===== src/rtl/seq_add_arbiter_if.sv =====
// Requester/response bundle for seq_add_arbiter.
// master = requesters + result consumer; slave = the arbiter.
interface seq_add_arbiter_if #(
   parameter int unsigned NREQ = 4,
   parameter int unsigned W    = 8
);
   localparam int unsigned IDW = $clog2(NREQ);

   logic [NREQ-1:0]   req_valid;
   logic [NREQ-1:0]   req_ready;
   logic [NREQ*W-1:0] req_a;
   logic [NREQ*W-1:0] req_b;
   logic              rsp_valid;
   logic              rsp_ready;
   logic [W-1:0]      rsp_data;
   logic [IDW-1:0]    rsp_id;
   logic              busy;

   modport master (
      output req_valid, req_a, req_b, rsp_ready,
      input  req_ready, rsp_valid, rsp_data, rsp_id, busy
   );

   modport slave (
      input  req_valid, req_a, req_b, rsp_ready,
      output req_ready, rsp_valid, rsp_data, rsp_id, busy
   );
endinterface


===== src/rtl/seq_add_arbiter.sv =====
// Round-robin arbiter sharing one registered W-bit adder among NREQ requesters.
// Optional macro SEQ_ADD_ARBITER_SATURATE_EN: saturate the sum instead of wrapping.
module seq_add_arbiter #(
   parameter int unsigned NREQ = 4,
   parameter int unsigned W    = 8
) (
   input logic              clk,
   input logic              rst,
   seq_add_arbiter_if.slave bus
);
   localparam int unsigned IDW = $clog2(NREQ);

   typedef enum logic {IDLE, HOLD} state_t;

   state_t         state, state_nxt;
   logic [IDW-1:0] rr_ptr, rr_ptr_nxt;
   logic           rsp_valid_q, rsp_valid_nxt;
   logic [W-1:0]   rsp_data_q, rsp_data_nxt;
   logic [IDW-1:0] rsp_id_q, rsp_id_nxt;

   logic [W-1:0]   a_arr [NREQ];
   logic [W-1:0]   b_arr [NREQ];
   logic           found;
   logic [IDW-1:0] winner;
   logic [IDW-1:0] idx;
   int unsigned    scan;
   logic [W-1:0]   sum;
   logic           accept_ok;
   logic           accept;
   logic [NREQ-1:0] ready_vec;

   for (genvar i = 0; i < NREQ; i++) begin : g_unpack
      assign a_arr[i] = bus.req_a[i*W +: W];
      assign b_arr[i] = bus.req_b[i*W +: W];
   end

   // Round-robin scan starting at rr_ptr, wrapping modulo NREQ
   always_comb begin
      found  = 1'b0;
      winner = '0;
      idx    = '0;
      scan   = 0;
      for (int unsigned k = 0; k < NREQ; k++) begin
         scan = int'(rr_ptr) + k;
         if (scan >= NREQ) scan = scan - NREQ;
         idx = IDW'(scan);
         if (!found && bus.req_valid[idx]) begin
            found  = 1'b1;
            winner = idx;
         end
      end
   end

`ifdef SEQ_ADD_ARBITER_SATURATE_EN
   logic [W:0] sum_full;
   assign sum_full = {1'b0, a_arr[winner]} + {1'b0, b_arr[winner]};
   assign sum      = sum_full[W] ? {W{1'b1}} : sum_full[W-1:0];
`else
   assign sum = a_arr[winner] + b_arr[winner];
`endif

   always_ff @(posedge clk) begin
      if (rst) begin
         state       <= IDLE;
         rr_ptr      <= '0;
         rsp_valid_q <= 1'b0;
         rsp_data_q  <= '0;
         rsp_id_q    <= '0;
      end else begin
         state       <= state_nxt;
         rr_ptr      <= rr_ptr_nxt;
         rsp_valid_q <= rsp_valid_nxt;
         rsp_data_q  <= rsp_data_nxt;
         rsp_id_q    <= rsp_id_nxt;
      end
   end

   // Next state: an accept while HOLD completes the old result and loads the new one
   always_comb begin
      state_nxt     = state;
      rr_ptr_nxt    = rr_ptr;
      rsp_valid_nxt = rsp_valid_q;
      rsp_data_nxt  = rsp_data_q;
      rsp_id_nxt    = rsp_id_q;
      ready_vec     = '0;

      accept_ok = !rst && ((state == IDLE) || bus.rsp_ready);
      accept    = accept_ok && found;

      if (accept) begin
         ready_vec[winner] = 1'b1;
         state_nxt         = HOLD;
         rsp_valid_nxt     = 1'b1;
         rsp_data_nxt      = sum;
         rsp_id_nxt        = winner;
         rr_ptr_nxt        = (winner == IDW'(NREQ - 1)) ? '0 : winner + IDW'(1);
      end else if (state == HOLD && bus.rsp_ready) begin
         state_nxt     = IDLE;
         rsp_valid_nxt = 1'b0;
      end
   end

   assign bus.req_ready = ready_vec;
   assign bus.rsp_valid = rsp_valid_q;
   assign bus.rsp_data  = rsp_data_q;
   assign bus.rsp_id    = rsp_id_q;
   assign bus.busy      = rsp_valid_q;
endmodule


===== src/flat_wrapper.sv =====
// flat-port wrapper written by rule: the top's interface ports become plain ports
module seq_add_arbiter_flat 
#(
   parameter int unsigned NREQ = 4,
   parameter int unsigned W    = 8
)
  (clk, rst, bus_req_valid, bus_req_a, bus_req_b, bus_rsp_ready, bus_req_ready, bus_rsp_valid, bus_rsp_data, bus_rsp_id, bus_busy);
  seq_add_arbiter_if #(.NREQ(NREQ), .W(W)) bus_i ();
  input logic clk;
  input logic rst;
  input wire logic [$bits(bus_i.req_valid)-1:0] bus_req_valid;
  input wire logic [$bits(bus_i.req_a)-1:0] bus_req_a;
  input wire logic [$bits(bus_i.req_b)-1:0] bus_req_b;
  input wire logic [$bits(bus_i.rsp_ready)-1:0] bus_rsp_ready;
  output wire logic [$bits(bus_i.req_ready)-1:0] bus_req_ready;
  output wire logic [$bits(bus_i.rsp_valid)-1:0] bus_rsp_valid;
  output wire logic [$bits(bus_i.rsp_data)-1:0] bus_rsp_data;
  output wire logic [$bits(bus_i.rsp_id)-1:0] bus_rsp_id;
  output wire logic [$bits(bus_i.busy)-1:0] bus_busy;
  assign bus_i.req_valid = bus_req_valid;
  assign bus_i.req_a = bus_req_a;
  assign bus_i.req_b = bus_req_b;
  assign bus_i.rsp_ready = bus_rsp_ready;
  assign bus_req_ready = bus_i.req_ready;
  assign bus_rsp_valid = bus_i.rsp_valid;
  assign bus_rsp_data = bus_i.rsp_data;
  assign bus_rsp_id = bus_i.rsp_id;
  assign bus_busy = bus_i.busy;
  seq_add_arbiter #(.NREQ(NREQ), .W(W)) u_core (.clk(clk), .rst(rst), .bus(bus_i));
endmodule

===== config.mk =====
export PLATFORM = sky130hd
export DESIGN_NAME = seq_add_arbiter_flat
export DESIGN_NICKNAME = d
export VERILOG_FILES = /design/src/rtl/seq_add_arbiter_if.sv /design/src/rtl/seq_add_arbiter.sv /design/src/flat_wrapper.sv
export SDC_FILE = /design/constraint.sdc
export NUM_CORES = 1
export LEC_CHECK = 0
export ABC_CLOCK_PERIOD_IN_PS = 4700
export CAP_MARGIN = 30
export CORE_ASPECT_RATIO = 0.9
export CORE_MARGIN = 4
export CORE_UTILIZATION = 38
export DETAILED_ROUTE_END_ITERATION = 16
export PLACE_DENSITY = 0.93
export SYNTH_ARGS = -nofsm -noshare
export SYNTH_HDL_FRONTEND = slang
export SYNTH_SLANG_ARGS = --single-unit

===== constraint.sdc =====
create_clock -name clk -period 4.7 [get_ports clk]
set_input_delay 0.47 -clock clk [delete_from_list [all_inputs] [get_ports clk]]
set_output_delay 0.47 -clock clk [all_outputs]
set_load 0.01 [all_outputs]

==> key figures, run 1 <==
Setup path
  • Setup CP Type: input port to flop
  • CP cell instances: clkdlybuf4s50_1 -> nor2b_1 -> or4_1 -> and2_4 -> clkinv_2 -> nand2_1 -> and3_1 -> a31oi_1 -> ha_1 -> inv_1 -> fa_1 -> nor2b_1 -> o21ai_0 -> a21boi_0 -> o21ai_0 -> or4_1 -> nand3_1
  • WP data arrival: 4250 ps
  • Slowest CP cell: or4_1
  • Worst setup EP type: flop
  • Reg-to-reg startpoint: u_core.rr_ptr[0]
  • Crit path from: bus_req_valid[1]
  • Crit-path max FO: 20
  • Worst path required time: 4880 ps
  • Worst path max stage delay: 570 ps
  • Worst setup SP type: input port

STA
  • Setup TNS: 0 ps
  • Setup violations, final: 0
  • Final Hold Vio Count: 0
  • FMAX: 0.2460 GHz
  • Unrepaired setup endpoints after global routing: false
  • Final Critical Period: 4065 ps
  • Final worst slack: 635.4 ps
  • Slew @ Worst Pin: 852.6 ps
  • Slew Viols, Final: 0
  • Final period util: 86.48%
  • Layout Skew: 1.899 ps
  • Worst slew margin: 43.16%

Detailed routing
  • Antenna viol nets, final: 0
  • DRC viols: 0
  • DRT iter0 DRCs: 81
  • Routed len/inst: 13.00 um
  • Via-to-Cell Ratio: 5.316
  • Via count: 1,818
  • DRT Wirelength: 4447 um
  • Drt pass-1 iters: 4

Floorplanning
  • Full die area: 0.004829 mm2
  • Rows: 20
  • Die height: 66.33 um
  • Initial cell density of the core: 41.00%
  • I/O pin cnt: 87
  • Chip Width: 72.81 um
  • Core Box Area: 0.003503 mm2

Synthesis
  • Number of flops mapped to enable cells by yosys: 0
  • Synth unique cells: 36
  • YS warnings: 0
  • Ranking of synthesized cells by area: nand2_1, dfxtp_1, ha_1, and3_1, a31oi_1
  • Synthesized Nets: 301
  • Sequential area share after synthesis: 18.12%
  • Primary FF master, synth: dfxtp_1
  • Cell Area, Synth: 0.001436 mm2
  • Avg Cell Area, Syn: 6.589 um2
  • Share of the synthesized area in the top cell type: 18.82%
  • Yosys reg bits: 13
  • Fraction of registers with async set/reset: 0%
  • Synth area leader: nand2_1
  • Mapped Cells: 218

Global route
  • Vias in the first global route: 1,787
  • GRT Overall Usage: 18.36%
  • Antenna violations before repair: 0
  • Overflow after GRT: 0
  • Pin count of the biggest net entering global routing: 21
  • First-pass GRT wire length: 7238 um

Power
  • Combinational Power Share: 67.6%
  • Sw frac: 39.91%
  • NetSw: 0.3165 mW
  • Reg power frac: 20.1%
  • Power density cells: 339.4 mW/mm2
  • Power share of the clock group: 12.3%
  • P_int: 0.4764 mW
  • Peak VDD IR: 0.0001855 V
  • Total Power: 0.7929 mW
  • LEAKAGE: 1.002 nW

CTS
  • Post-CTS Hold Buffers: 0
  • Clk buf depth: 2
  • CTS Root Cell: clkbuf_8
  • Htree depth: 1
  • Clock Sinks: 13
  • Clock Latency Late Sink: 240 ps
  • Post-CTS sizing: 0
  • Num CTS Buffers: 3
  • CTS clk-pin slew, worst paths: 50 ps
  • TritonCTS clock tree: built
  • Post-CTS Setup Inserts: 0

Cells and area
  • Final instance area: 0.002336 mm2
  • Diodes inserted: 0
  • Layout Nets: 382
  • Synthesis-to-finish area growth: 62.63%
  • Layout cells sized above 1: 4.027%

Hold path
  • Start point of the worst min-delay path: u_core.bus.rsp_data[4]
  • Worst min path class: flop to flop

Placement
  • DP Worst Slack: 419.6 ps
  • Global placer's final weighted congestion: 0.7732
  • Placed Area: 0.002291 mm2
  • Port buffer count: 86
  • Dpl hpwl: 3672 um

Job
  • Max-cap viol count: 0

Outcome
  • Outcome: complete, no violations
layout make-up:
cell class | instances | area, um2
Sequential cell | 13 | 260.3
Multi-Input combinational cell | 186 | 1069
Tap cell | 44 | 55.05
Inverter | 6 | 23.77
Clock buffer | 4 | 45.04
Timing Repair Buffer | 89 | 883.3
Fill cell | 315 | 1167
sequential cells by signal, summed over array words and instances (netlist names):
register,cells
u_core.bus.rsp_data,8
u_core.rr_ptr,2
u_core.bus.rsp_id,2
u_core.state,1
cells in the final DEF (no fill, tap or decap), types with 6 or more instances in the layout:
master            n
a21oi_1          14
a31oi_1          15
and3_1           16
clkdlybuf4s50_1  86
dfxtp_1          13
ha_1             11
nand2_1          72
nor2_1            9
nor2b_1           6
o21ai_0           7
cells in the mapped netlist (2+ instances only):
cell	count
xnor2_1	4
a31oi_1	15
inv_1	4
o21ai_0	7
or3_1	3
xor2_1	2
a21oi_1	14
nor2b_1	6
or4_1	2
buf_6	4
nor4b_1	2
nor2_1	9
ha_1	11
a21o_1	2
dfxtp_1	13
a211oi_1	3
and3_1	16
nand3_1	5
clkbuf_1	7
nand2_1	72
and2_1	2
final timing paths:
kind                                                to  slack [ps]  cells after the start
worst max-delay path            u_core.bus.rsp_data[6]         640                     17
worst min-delay path            u_core.bus.rsp_data[4]         460                      2
worst min register to register  u_core.bus.rsp_data[4]         460                      2
worst max register to register  u_core.bus.rsp_data[6]        1080                     16
metal layers:
layer / track usage [%] / wire length [um] / vias up
met5: 0 / 0 / -
met1: 20.11 / 1730 / 808
li1: - / - / 916
met3: 4.255 / 456 / 9
met4: 4.839 / 54 / 0
met2: 34.91 / 2205 / 85
cell families after synthesis:
| family | count (synthesis) | share of synthesized area, % |
|---|---|---|
| flops | 13 | 18.12 |
| buf+inv | 19 | 7.490 |
| fa+ha+maj | 12 | 10.98 |
| compound gates | 46 | 20.04 |
| xor+xnor | 6 | 3.659 |
| simple gates | 122 | 39.72 |
power groups by stage:
stage	registers, mW	logic, mW	clock network (mW)
after floorplan	0.173	0.339	0
after global placement	0.160	0.521	0
after detailed placement	0.161	0.538	0
after CTS	0.159	0.542	0.0992
after global routing	0.162	0.602	0.106
final	0.159	0.536	0.0974
metrics by stage:
step	cells	hold WS (ps)	util, %
final	342	458.1	66.68
after detailed placement	338	449.5	65.39
after CTS	342	456.6	66.68
after global placement	338	440.3	65.39
after global routing	342	479.0	66.68
after floorplan	218	475.5	-
worst max-delay path: cells and delay by family:
family | cells | cell delay, ps
simple gates | 8 | 1790
buf+inv | 3 | 780
fa+ha+maj | 2 | 590
compound gates | 4 | 620
(Power assumes the default switching activity.)
==> run 2, diff against run 1 <==
CELL_PAD_IN_SITES_DETAIL_PLACEMENT = 1   (was not set)
CELL_PAD_IN_SITES_GLOBAL_PLACEMENT = 1   (was not set)
CORE_UTILIZATION = 25   (was 38)
CTS_BUF_LIST = sky130_fd_sc_hd__clkbuf_2   (was not set)
SKIP_LAST_GASP = 1   (was not set)
==> run 2 against run 1 <==
  * Global-route usage fell by 2.7 points
  * Combinational power rose by 2%
  * Sequential share of layout area hardly changed
  * Routed wire length up 19%
  * Final area grew 0.16%
  * Final cell count rose by 6.7%
  * Sequential power hardly changed
  * Count of clock-buffer cells in the layout decreased by 1
  * Fmax fell by 1.3%
  * Non-clock buffer count is the same
  * Largest cell class unchanged
==> key figures, run 2 (synthesized netlist as in run 1, its figures left out) <==
STA
  • Worst slew margin: 41.76%
  • Slew Viols, Final: 0
  • Final period util: 87.61%
  • Final worst slack: 582.5 ps
  • Setup violations, final: 0
  • Final Critical Period: 4117 ps
  • Hold slack final: 465.0 ps
  • Final Hold Vio Count: 0
  • Setup TNS: 0 ps
  • Layout Skew: 18.49 ps
  • Slew @ Worst Pin: 873.6 ps
  • Unrepaired setup endpoints after global routing: false
  • FMAX: 0.2429 GHz

CTS
  • TritonCTS clock tree: built
  • CTS clk-pin slew, worst paths: 150 ps
  • Num CTS Buffers: 3
  • CTS Root Cell: clkbuf_2
  • Clock Sinks: 13
  • Clk buf depth: 2
  • Post-CTS Hold Buffers: 0
  • Clock Latency Late Sink: 270 ps
  • Post-CTS sizing: 0
  • Post-CTS Setup Inserts: 0
  • Htree depth: 1

Setup path
  • Reg-to-reg critical path endpoint: u_core.bus.rsp_data[6]
  • CP cell instances: clkdlybuf4s50_1 -> nor2b_1 -> or4_1 -> and2_4 -> clkinv_2 -> nand2_1 -> and3_1 -> a31oi_1 -> ha_1 -> inv_1 -> fa_1 -> nor2b_1 -> o21ai_0 -> a21boi_0 -> o21ai_0 -> or4_1 -> nand3_1
  • Worst path max stage delay: 560 ps
  • Slowest CP cell: or4_1
  • Worst setup EP type: flop
  • R2R setup slack: 960 ps
  • Buf+Inv Stages, Crit Path: 3
  • Reg-to-reg startpoint: u_core.rr_ptr[0]
  • CP delay by family, top: simple AND/OR/NAND/NOR gates
  • Crit-path max FO: 20
  • Worst setup SP type: input port
  • Setup CP Type: input port to flop
  • Worst path required time: 4930 ps
  • WP data arrival: 4350 ps
  • Reg2reg path depth: 16

Placement
  • DP Worst Slack: 305.4 ps
  • Port buffer count: 86
  • Global placer's final weighted congestion: 0.7579
  • Dpl hpwl: 4542 um

Detailed routing
  • Antenna viol nets, final: 0
  • Drt pass-1 iters: 3
  • Routed len/inst: 14.55 um
  • DRT Wirelength: 5312 um
  • DRT iter0 DRCs: 67
  • Via-to-Cell Ratio: 4.904
  • DRC viols: 0
  • Via count: 1,790

Global route
  • First-pass GRT wire length: 8921 um
  • Vias in the first global route: 1,961
  • GRT Overall Usage: 15.64%
  • Antenna violations before repair: 0
  • Overflow after GRT: 0
  • Pin count of the biggest net entering global routing: 21

Cells and area
  • Layout cells sized above 1: 4.362%
  • Layout Nets: 382
  • Highest-count cells in the layout ignoring fill and taps: clkdlybuf4s50_1, nand2_1, and3_1
  • Max reg flops: 8
  • Final design utilization: 43.24%
  • Diodes inserted: 0
  • Most common cell after layout, fill and taps aside: clkdlybuf4s50_1
  • Synthesis-to-finish area growth: 62.89%

Power
  • LEAKAGE: 0.9958 nW
  • Peak VDD IR: 0.0001134 V
  • Total Power: 0.7650 mW
  • Power density cells: 326.9 mW/mm2

Floorplanning
  • Full die area: 0.007024 mm2
  • Core Box Area: 0.005411 mm2
  • Die height: 79.91 um
  • Chip Width: 87.90 um
  • I/O pin cnt: 87
  • Rows: 25
  • Initial cell density of the core: 26.54%

Outcome
  • Outcome: complete, no violations

Hold path
  • Worst min path class: flop to flop
  • WHS Endpoint: u_core.bus.rsp_id[1]
  • Start point of the worst min-delay path: u_core.bus.rsp_id[1]
  • Hold Path Depth: 2

Job
  • Max-cap viol count: 0
## run 2: worst max-delay path by stage
stage	start	endpoint	cells after the start
finish	bus_req_valid[1]	u_core.bus.rsp_data[6]	17
global route	bus_req_valid[0]	u_core.bus.rsp_data[6]	17
CTS	bus_req_valid[0]	u_core.bus.rsp_data[6]	17
detailed placement	bus_req_valid[1]	u_core.bus.rsp_data[6]	17
global placement	bus_req_valid[2]	u_core.bus.rsp_data[6]	17
floorplan	bus_req_valid[2]	u_core.bus.rsp_data[6]	18
## run 2: cell type report
class	instances	area [um2]
fillers	705	3072
multi-input cells	186	1069
repair buffers	89	883.3
flip-flops and latches	13	260.3
well taps	67	83.83
inverters	6	23.77
clock buffers	3	15.01
clock inverters	1	5.005
## run 2: per-stage QoR
stage	area [um2]	cells
3_3_place_gp	2320	361
3_5_place_dp	2320	361
6_report	2340	365
2_1_floorplan	1436	218
4_1_cts	2340	365
5_1_grt	2340	365
## run 2: layer usage
layer	global-route usage (%)	routed length, um	up-vias
li1	-	-	913
met1	18.06	2157	820
met2	29.52	2775	55
met3	3.199	355	2
met4	2.761	24	0
met5	0	0	-
## run 2: power by group
part	internal [mW]	leakage, nW	switching [mW]
sequential	0.142	0.108	0.0191
combinational	0.276	0.871	0.271
clock	0.0193	0.0164	0.0375
total	0.437	0.996	0.328
## run 2: worst register-to-register path, stage by stage (launching register included)
cell      delay (ps)
dfxtp_1          380
nor2b_1           80
or4b_4           550
and2_4           250
clkinv_2         210
nand2_1           90
and3_1           160
a31oi_1          160
ha_1             230
inv_1             70
fa_1             380
nor2b_1          160
o21ai_0          110
a21boi_0         240
o21ai_0          150
or4_1            410
nand3_1           90
==> variant 1, RTL diff (config.mk and constraints of run 2) <==
Take the reset off `rsp_data_q` and load it in a clocked block of its own.
--- a/src/rtl/seq_add_arbiter.sv
+++ b/src/rtl/seq_add_arbiter.sv
@@ -65,5 +65,4 @@
          rr_ptr      <= '0;
          rsp_valid_q <= 1'b0;
-         rsp_data_q  <= '0;
          rsp_id_q    <= '0;
       end else begin
@@ -71,7 +70,10 @@
          rr_ptr      <= rr_ptr_nxt;
          rsp_valid_q <= rsp_valid_nxt;
-         rsp_data_q  <= rsp_data_nxt;
          rsp_id_q    <= rsp_id_nxt;
       end
+   end
+
+   always_ff @(posedge clk) begin
+      rsp_data_q <= rsp_data_nxt;
    end
 
Formal check against the unedited RTL: differs if rst is asserted again (counterexample within 4 cycles, from zero or initial values and one cycle with rst high); with rst held inactive, the same outputs for 10 cycles.
==> variant 1 against run 2 <==
  * Sequential cell count is the same
  * Non-clock buffer count did not move
  * Total power up 3.0%
  * Combinational power fell by 3%
  * Clock power increased by 13%
  * Core utilization fell by 0.074 points
  * Count of clock-buffer cells in the layout grew 1
  * Worst setup slack better by 0.30 ns
  * Routed wire length down 8.3%
  * Cell area decreased by 0.75%
  * Synthesized area down 1.1%
  * Highest routed layer unchanged
==> variant 1: results (changes against run 2) <==
* Standby leakage power at 0.956 nW (-4.0%)
* Final #Nets at 337 (-12%)
* Net Count, Synth at 253 (-16%)
* Vias in the first global route at 1718 (-12%)
* Worst-path clk slew at 0.14 ns
* Least-Margin Pin Slew at 0.590 ns (-0.284 ns)
* CP delay by family, top: compound AO/OA/AOI/OAI gates
* Total chip power at 788 µW (+3.0%)
* Top cells by area, synth: edfxtp_1 (17%), ha_1 (9.7%), nand2_1 (8.5%)
* Mux contribution to synthesized area at 0.0493 (+0.0493)
* Worst skew pair latency at 0.29 ns (+0.02 ns)
* Post-Synthesis Cells at 170 (-22%)
* Flop pwr share at 0.248 (+0.038)
* Hold-fix buffers at CTS at 0 (unchanged)
* Total CTS buffers at 3 (unchanged)
* Total GRT Usage at 0.140 (-0.0160)
* Filler instances at 647 (-8.2%)
* Largest net degree at the start of global routing at 27 (+29%)
* DP Worst Slack at 0.557 ns (+0.252 ns)
* Most used DFF post-synth: edfxtp_1
* Synth top cells by count: nand2_1 (32), a211oi_1 (12), a31oi_1 (12), ha_1 (11), and2_2 (9)
* Post_cts resized at 0 (unchanged)
* Worst IR Drop VDD at 0.199 mV (+76%)
* CTS root buf: clkbuf_2
* H-tree levels at 1 (unchanged)
* Post-synthesis adder-cell area fraction at 0.111 (+0.00126)
* Vias/cell at 4.85 (-1.0%)
* First-pass GRT wire length at 7.84 mm (-12%)
* Hpwl dp at 4.19 mm (-7.8%)
* Main combinational cell family by area after synthesis: simple AND/OR/NAND/NOR gates
* Sequential area share after synthesis at 0.240 (+0.0585)
* Antenna violations before repair at 0 (unchanged)
* Routability congestion estimate at 0.782 (+3.2%)
* Setup repair bufs after CTS at 0 (unchanged)
* Number of synthesized flops with an enable pin at 8 (+8)
* Port bufs at 86 (unchanged)
* Combinational share of power at 0.671 (-0.045)
* Worst EP arrival at 3.88 ns (-0.47 ns)
* WL/cell at 15.2 µm (+4.6%)
* Compound-Gate Fraction of Synth Area at 0.205 (+0.00494)
* Clock tree buffer depth at 2 (unchanged)
* Worst path max stage delay at 0.51 ns (-0.05 ns)
* Post-route insts no fill at 320 (-12%)
* CP Max Fanout at 26 (+30%)
* Layout cells sized above 1 at 0.0870 (+0.0433)
* Skew final at 0.00152 ns (-0.0170 ns)
* Status: finished clean
* Ys async rst share at 0 (unchanged)
* Iteration count of the initial detailed-routing pass at 4 (+1)
* Slowest-stage cell, CP: clkdlybuf4s50_1
* YS warnings at 0 (unchanged)
* Placed Area at 0.00230 mm² (-0.75%)
* Sw frac at 0.399 (-0.0300)
* Yosys cell types at 40 (+11%)
* Iter 0 DRT Violations at 74 (+10%)
* Xor/xnor share of the synthesized area at 0.0555 (+0.0189)
variant 1: per-layer routing:
layer / track usage / up-vias / routed length, µm
li1: - / 763 / -
met1: 0.165 / 727 / 1990
met2: 0.267 / 56 / 2530
met3: 0.0186 / 7 / 291
met4: 0.0291 / 0 / 61
met5: 0 / - / 0
variant 1: cell type report:
class	count	area [µm²]	area share
clock buffer	4	20.0	0.00862
multi-input combinational	138	961	0.414
sequential	13	340	0.147
tap	67	83.8	0.0361
timing repair buffer	89	883	0.380
inverter	9	33.8	0.0145
variant 1: path summary, 6_finish.rpt:
path / from / end / slack, ns / cells past startpoint
setup / recovery: bus_req_valid[0] / u_core.bus.rsp_data[6] / 0.88 / 16
hold reg to reg: u_core.bus.rsp_id[1] / u_core.bus.rsp_id[1] / 0.52 / 2
setup reg to reg: u_core.rr_ptr[0] / u_core.bus.rsp_data[6] / 1.30 / 14
hold / removal: u_core.bus.rsp_id[1] / u_core.bus.rsp_id[1] / 0.52 / 2
==> variant 2, RTL diff (config.mk and constraints of run 2) <==
Made on the original files. `NREQ` is set to 4 in 3 places; all go to 8.
--- a/src/rtl/seq_add_arbiter_if.sv
+++ b/src/rtl/seq_add_arbiter_if.sv
@@ -2,5 +2,5 @@
 // master = requesters + result consumer; slave = the arbiter.
 interface seq_add_arbiter_if #(
-   parameter int unsigned NREQ = 4,
+   parameter int unsigned NREQ = 8,
    parameter int unsigned W    = 8
 );
--- a/src/rtl/seq_add_arbiter.sv
+++ b/src/rtl/seq_add_arbiter.sv
@@ -2,5 +2,5 @@
 // Optional macro SEQ_ADD_ARBITER_SATURATE_EN: saturate the sum instead of wrapping.
 module seq_add_arbiter #(
-   parameter int unsigned NREQ = 4,
+   parameter int unsigned NREQ = 8,
    parameter int unsigned W    = 8
 ) (
--- a/src/flat_wrapper.sv
+++ b/src/flat_wrapper.sv
@@ -2,5 +2,5 @@
 module seq_add_arbiter_flat 
 #(
-   parameter int unsigned NREQ = 4,
+   parameter int unsigned NREQ = 8,
    parameter int unsigned W    = 8
 )
Ports: changed (5 resized); port bits go from 87 to 160. No check against the original RTL was run, so the function may have changed too.
==> variant 2 against run 2 <==
  * The run now ends with setup timing left
  * Sequential power increased by 32%
  * Core utilization rose by 4.7 points
  * Via count increased to 2.5 times the old value
  * Final cell count is 120% higher
  * Combinational power increased to 9.9 times the old value
  * Cell area rose to 2.7 times the old value
  * Routed wire length grew to 3.6 times the old value
  * Synthesized area up 130%
  * First-iteration DRC count rose to 3.0 times the old value
  * Total power increased to 7.5 times the old value
  * Non-clock buffer count rose by 180
  * Sequential cell count is 2 higher
  * Worst setup slack got worse by 1.0 ns
  * Largest power group unchanged
==> variant 2: results (changes against run 2) <==
* Status: finished with violations
* Violated checks: setup timing
* Placed Area at 0.00558 mm² (+140%)
* HP Start: u_core.bus.rsp_data[0]
* WL/cell at 23.1 µm (+59%)
* Flop pwr share at 0.037 (-0.173)
* Compound-Gate Fraction of Synth Area at 0.193 (-0.00755)
* Port bufs at 159 (+85%)
* Startpoint Class: flip-flop
* Final setup margin at -0.432 ns (-1.01 ns)
* Cell taking the most area after synthesis: mux2i_1
* Most used DFF post-synth: dfxtp_1
* Placed insts at 785 (+120%)
* Mux contribution to synthesized area at 0.339 (+0.339)
* Vias in the first global route at 4831 (+150%)
* Hpwl dp at 13.3 mm (+190%)
* Xor/xnor share of the synthesized area at 0.0498 (+0.0132)
* Skew final at 0.00489 ns (-0.0136 ns)
* Layout cells sized above 1 at 0.319 (+0.275)
* Worst skew pair latency at 0.29 ns (+0.02 ns)
* Vias/cell at 5.51 (+12%)
* Largest register FFs at 8 (unchanged)
* Net Count, Synth at 568 (+89%)
* Largest net degree at the start of global routing at 25 (+19%)
* Worst IR Drop VDD at 0.412 mV (+260%)
* Mean Syn Cell Area at 8.08 µm² (+23%)
* Worst path max stage delay at 0.38 ns (-0.18 ns)
* Synth top cells by count: nand2_1 (64), mux2i_1 (54), nor2_1 (22), o21ai_0 (20)
* Endpoints failing setup at 5 (+5)
* Slowest-stage cell, CP: dfxtp_2
* Final wirelength at 19.0 mm (+260%)
* Sequential area share after synthesis at 0.0892 (-0.0920)
* Top cells by area, synth: mux2i_1 (16%), dfxtp_1 (8.9%), mux4_2 (8.7%)
* P_int at 2.89 mW (+560%)
* Post-synthesis adder-cell area fraction at 0.0468 (-0.0630)
* Iter 0 DRT Violations at 199 (+200%)
* Standby leakage power at 2.59 nW (+160%)
* Final #Nets at 808 (+110%)
* First-pass GRT wire length at 25.8 mm (+190%)
* Total GRT Usage at 0.207 (+0.0502)
* Sequential power at 212 µW (+32%)
* Worst EP arrival at 5.31 ns (+0.96 ns)
* CP Max Fanout at 6 (-70%)
* Setup TNS at -1.28 ns (-1.28 ns)
* Routability congestion estimate at 0.978 (+29%)
* Clock tree buffer depth at 2 (unchanged)
## variant 2: changes by cell type in the layout (fill, tap and decap cells not counted), sizes merged, moves of 14 or more
cell,before,now
and3,16,2
buf,3,110
clkdlybuf4s50,86,151
mux2,0,23
mux2i,0,55
o211ai,0,16
o21ai,7,28
## variant 2: cells by family after synthesis
family	Yosys count
DFF	15
and+or+nand+nor	142
xor gates and xnor gates	17
muxes	91
buffers and inverters	46
adders and majority gates	12
AOI/OAI and AO/OA	94
## variant 2: cell type report
class,instances,area (µm²)
Inverter,12,51.3
Multi-Input combinational cell,356,3100
Sequential cell,15,303
Timing Repair Buffer,269,2530
Clock buffer,4,20.0
Fill cell,1461,6730
Tap cell,164,205
## variant 2: path summary, 6_finish.rpt
check	endpoint	slack [ns]	depth (start not counted)
setup / recovery	u_core.bus.rsp_data[7]	-0.43	23
hold / removal	u_core.bus.rsp_data[0]	0.50	2
setup reg to reg	u_core.bus.rsp_data[7]	-0.43	23
hold reg to reg	u_core.bus.rsp_data[0]	0.50	2
## variant 2: routing by layer
metal	track usage	up-vias	part of all wire
met5	0	-	0
met4	0.0713	0	0.052
met3	0.0386	71	0.064
met1	0.238	2206	0.38
met2	0.377	226	0.50
li1	-	2014	-
## variant 2: worst register-to-register path, delay by kind of cell (launching register included)
kind	cells	cell delay [ns]
AO/OA/AOI/OAI	11	2.18
AND/OR/NAND/NOR	2	0.19
adder cells (fa/ha/maj)	2	0.73
flip-flops	1	0.38
buffers and inverters	5	0.51
multiplexers	3	1.06
## variant 2: timing repair
| action | CTS | global route |
|---|---|---|
| setup endpoints to repair | 11 | 10 |
| pin swaps | 16 | 30 |
| resized for setup | 48 | 46 |
| cloned | 0 | 0 |
| setup buffers | 15 | 17 |
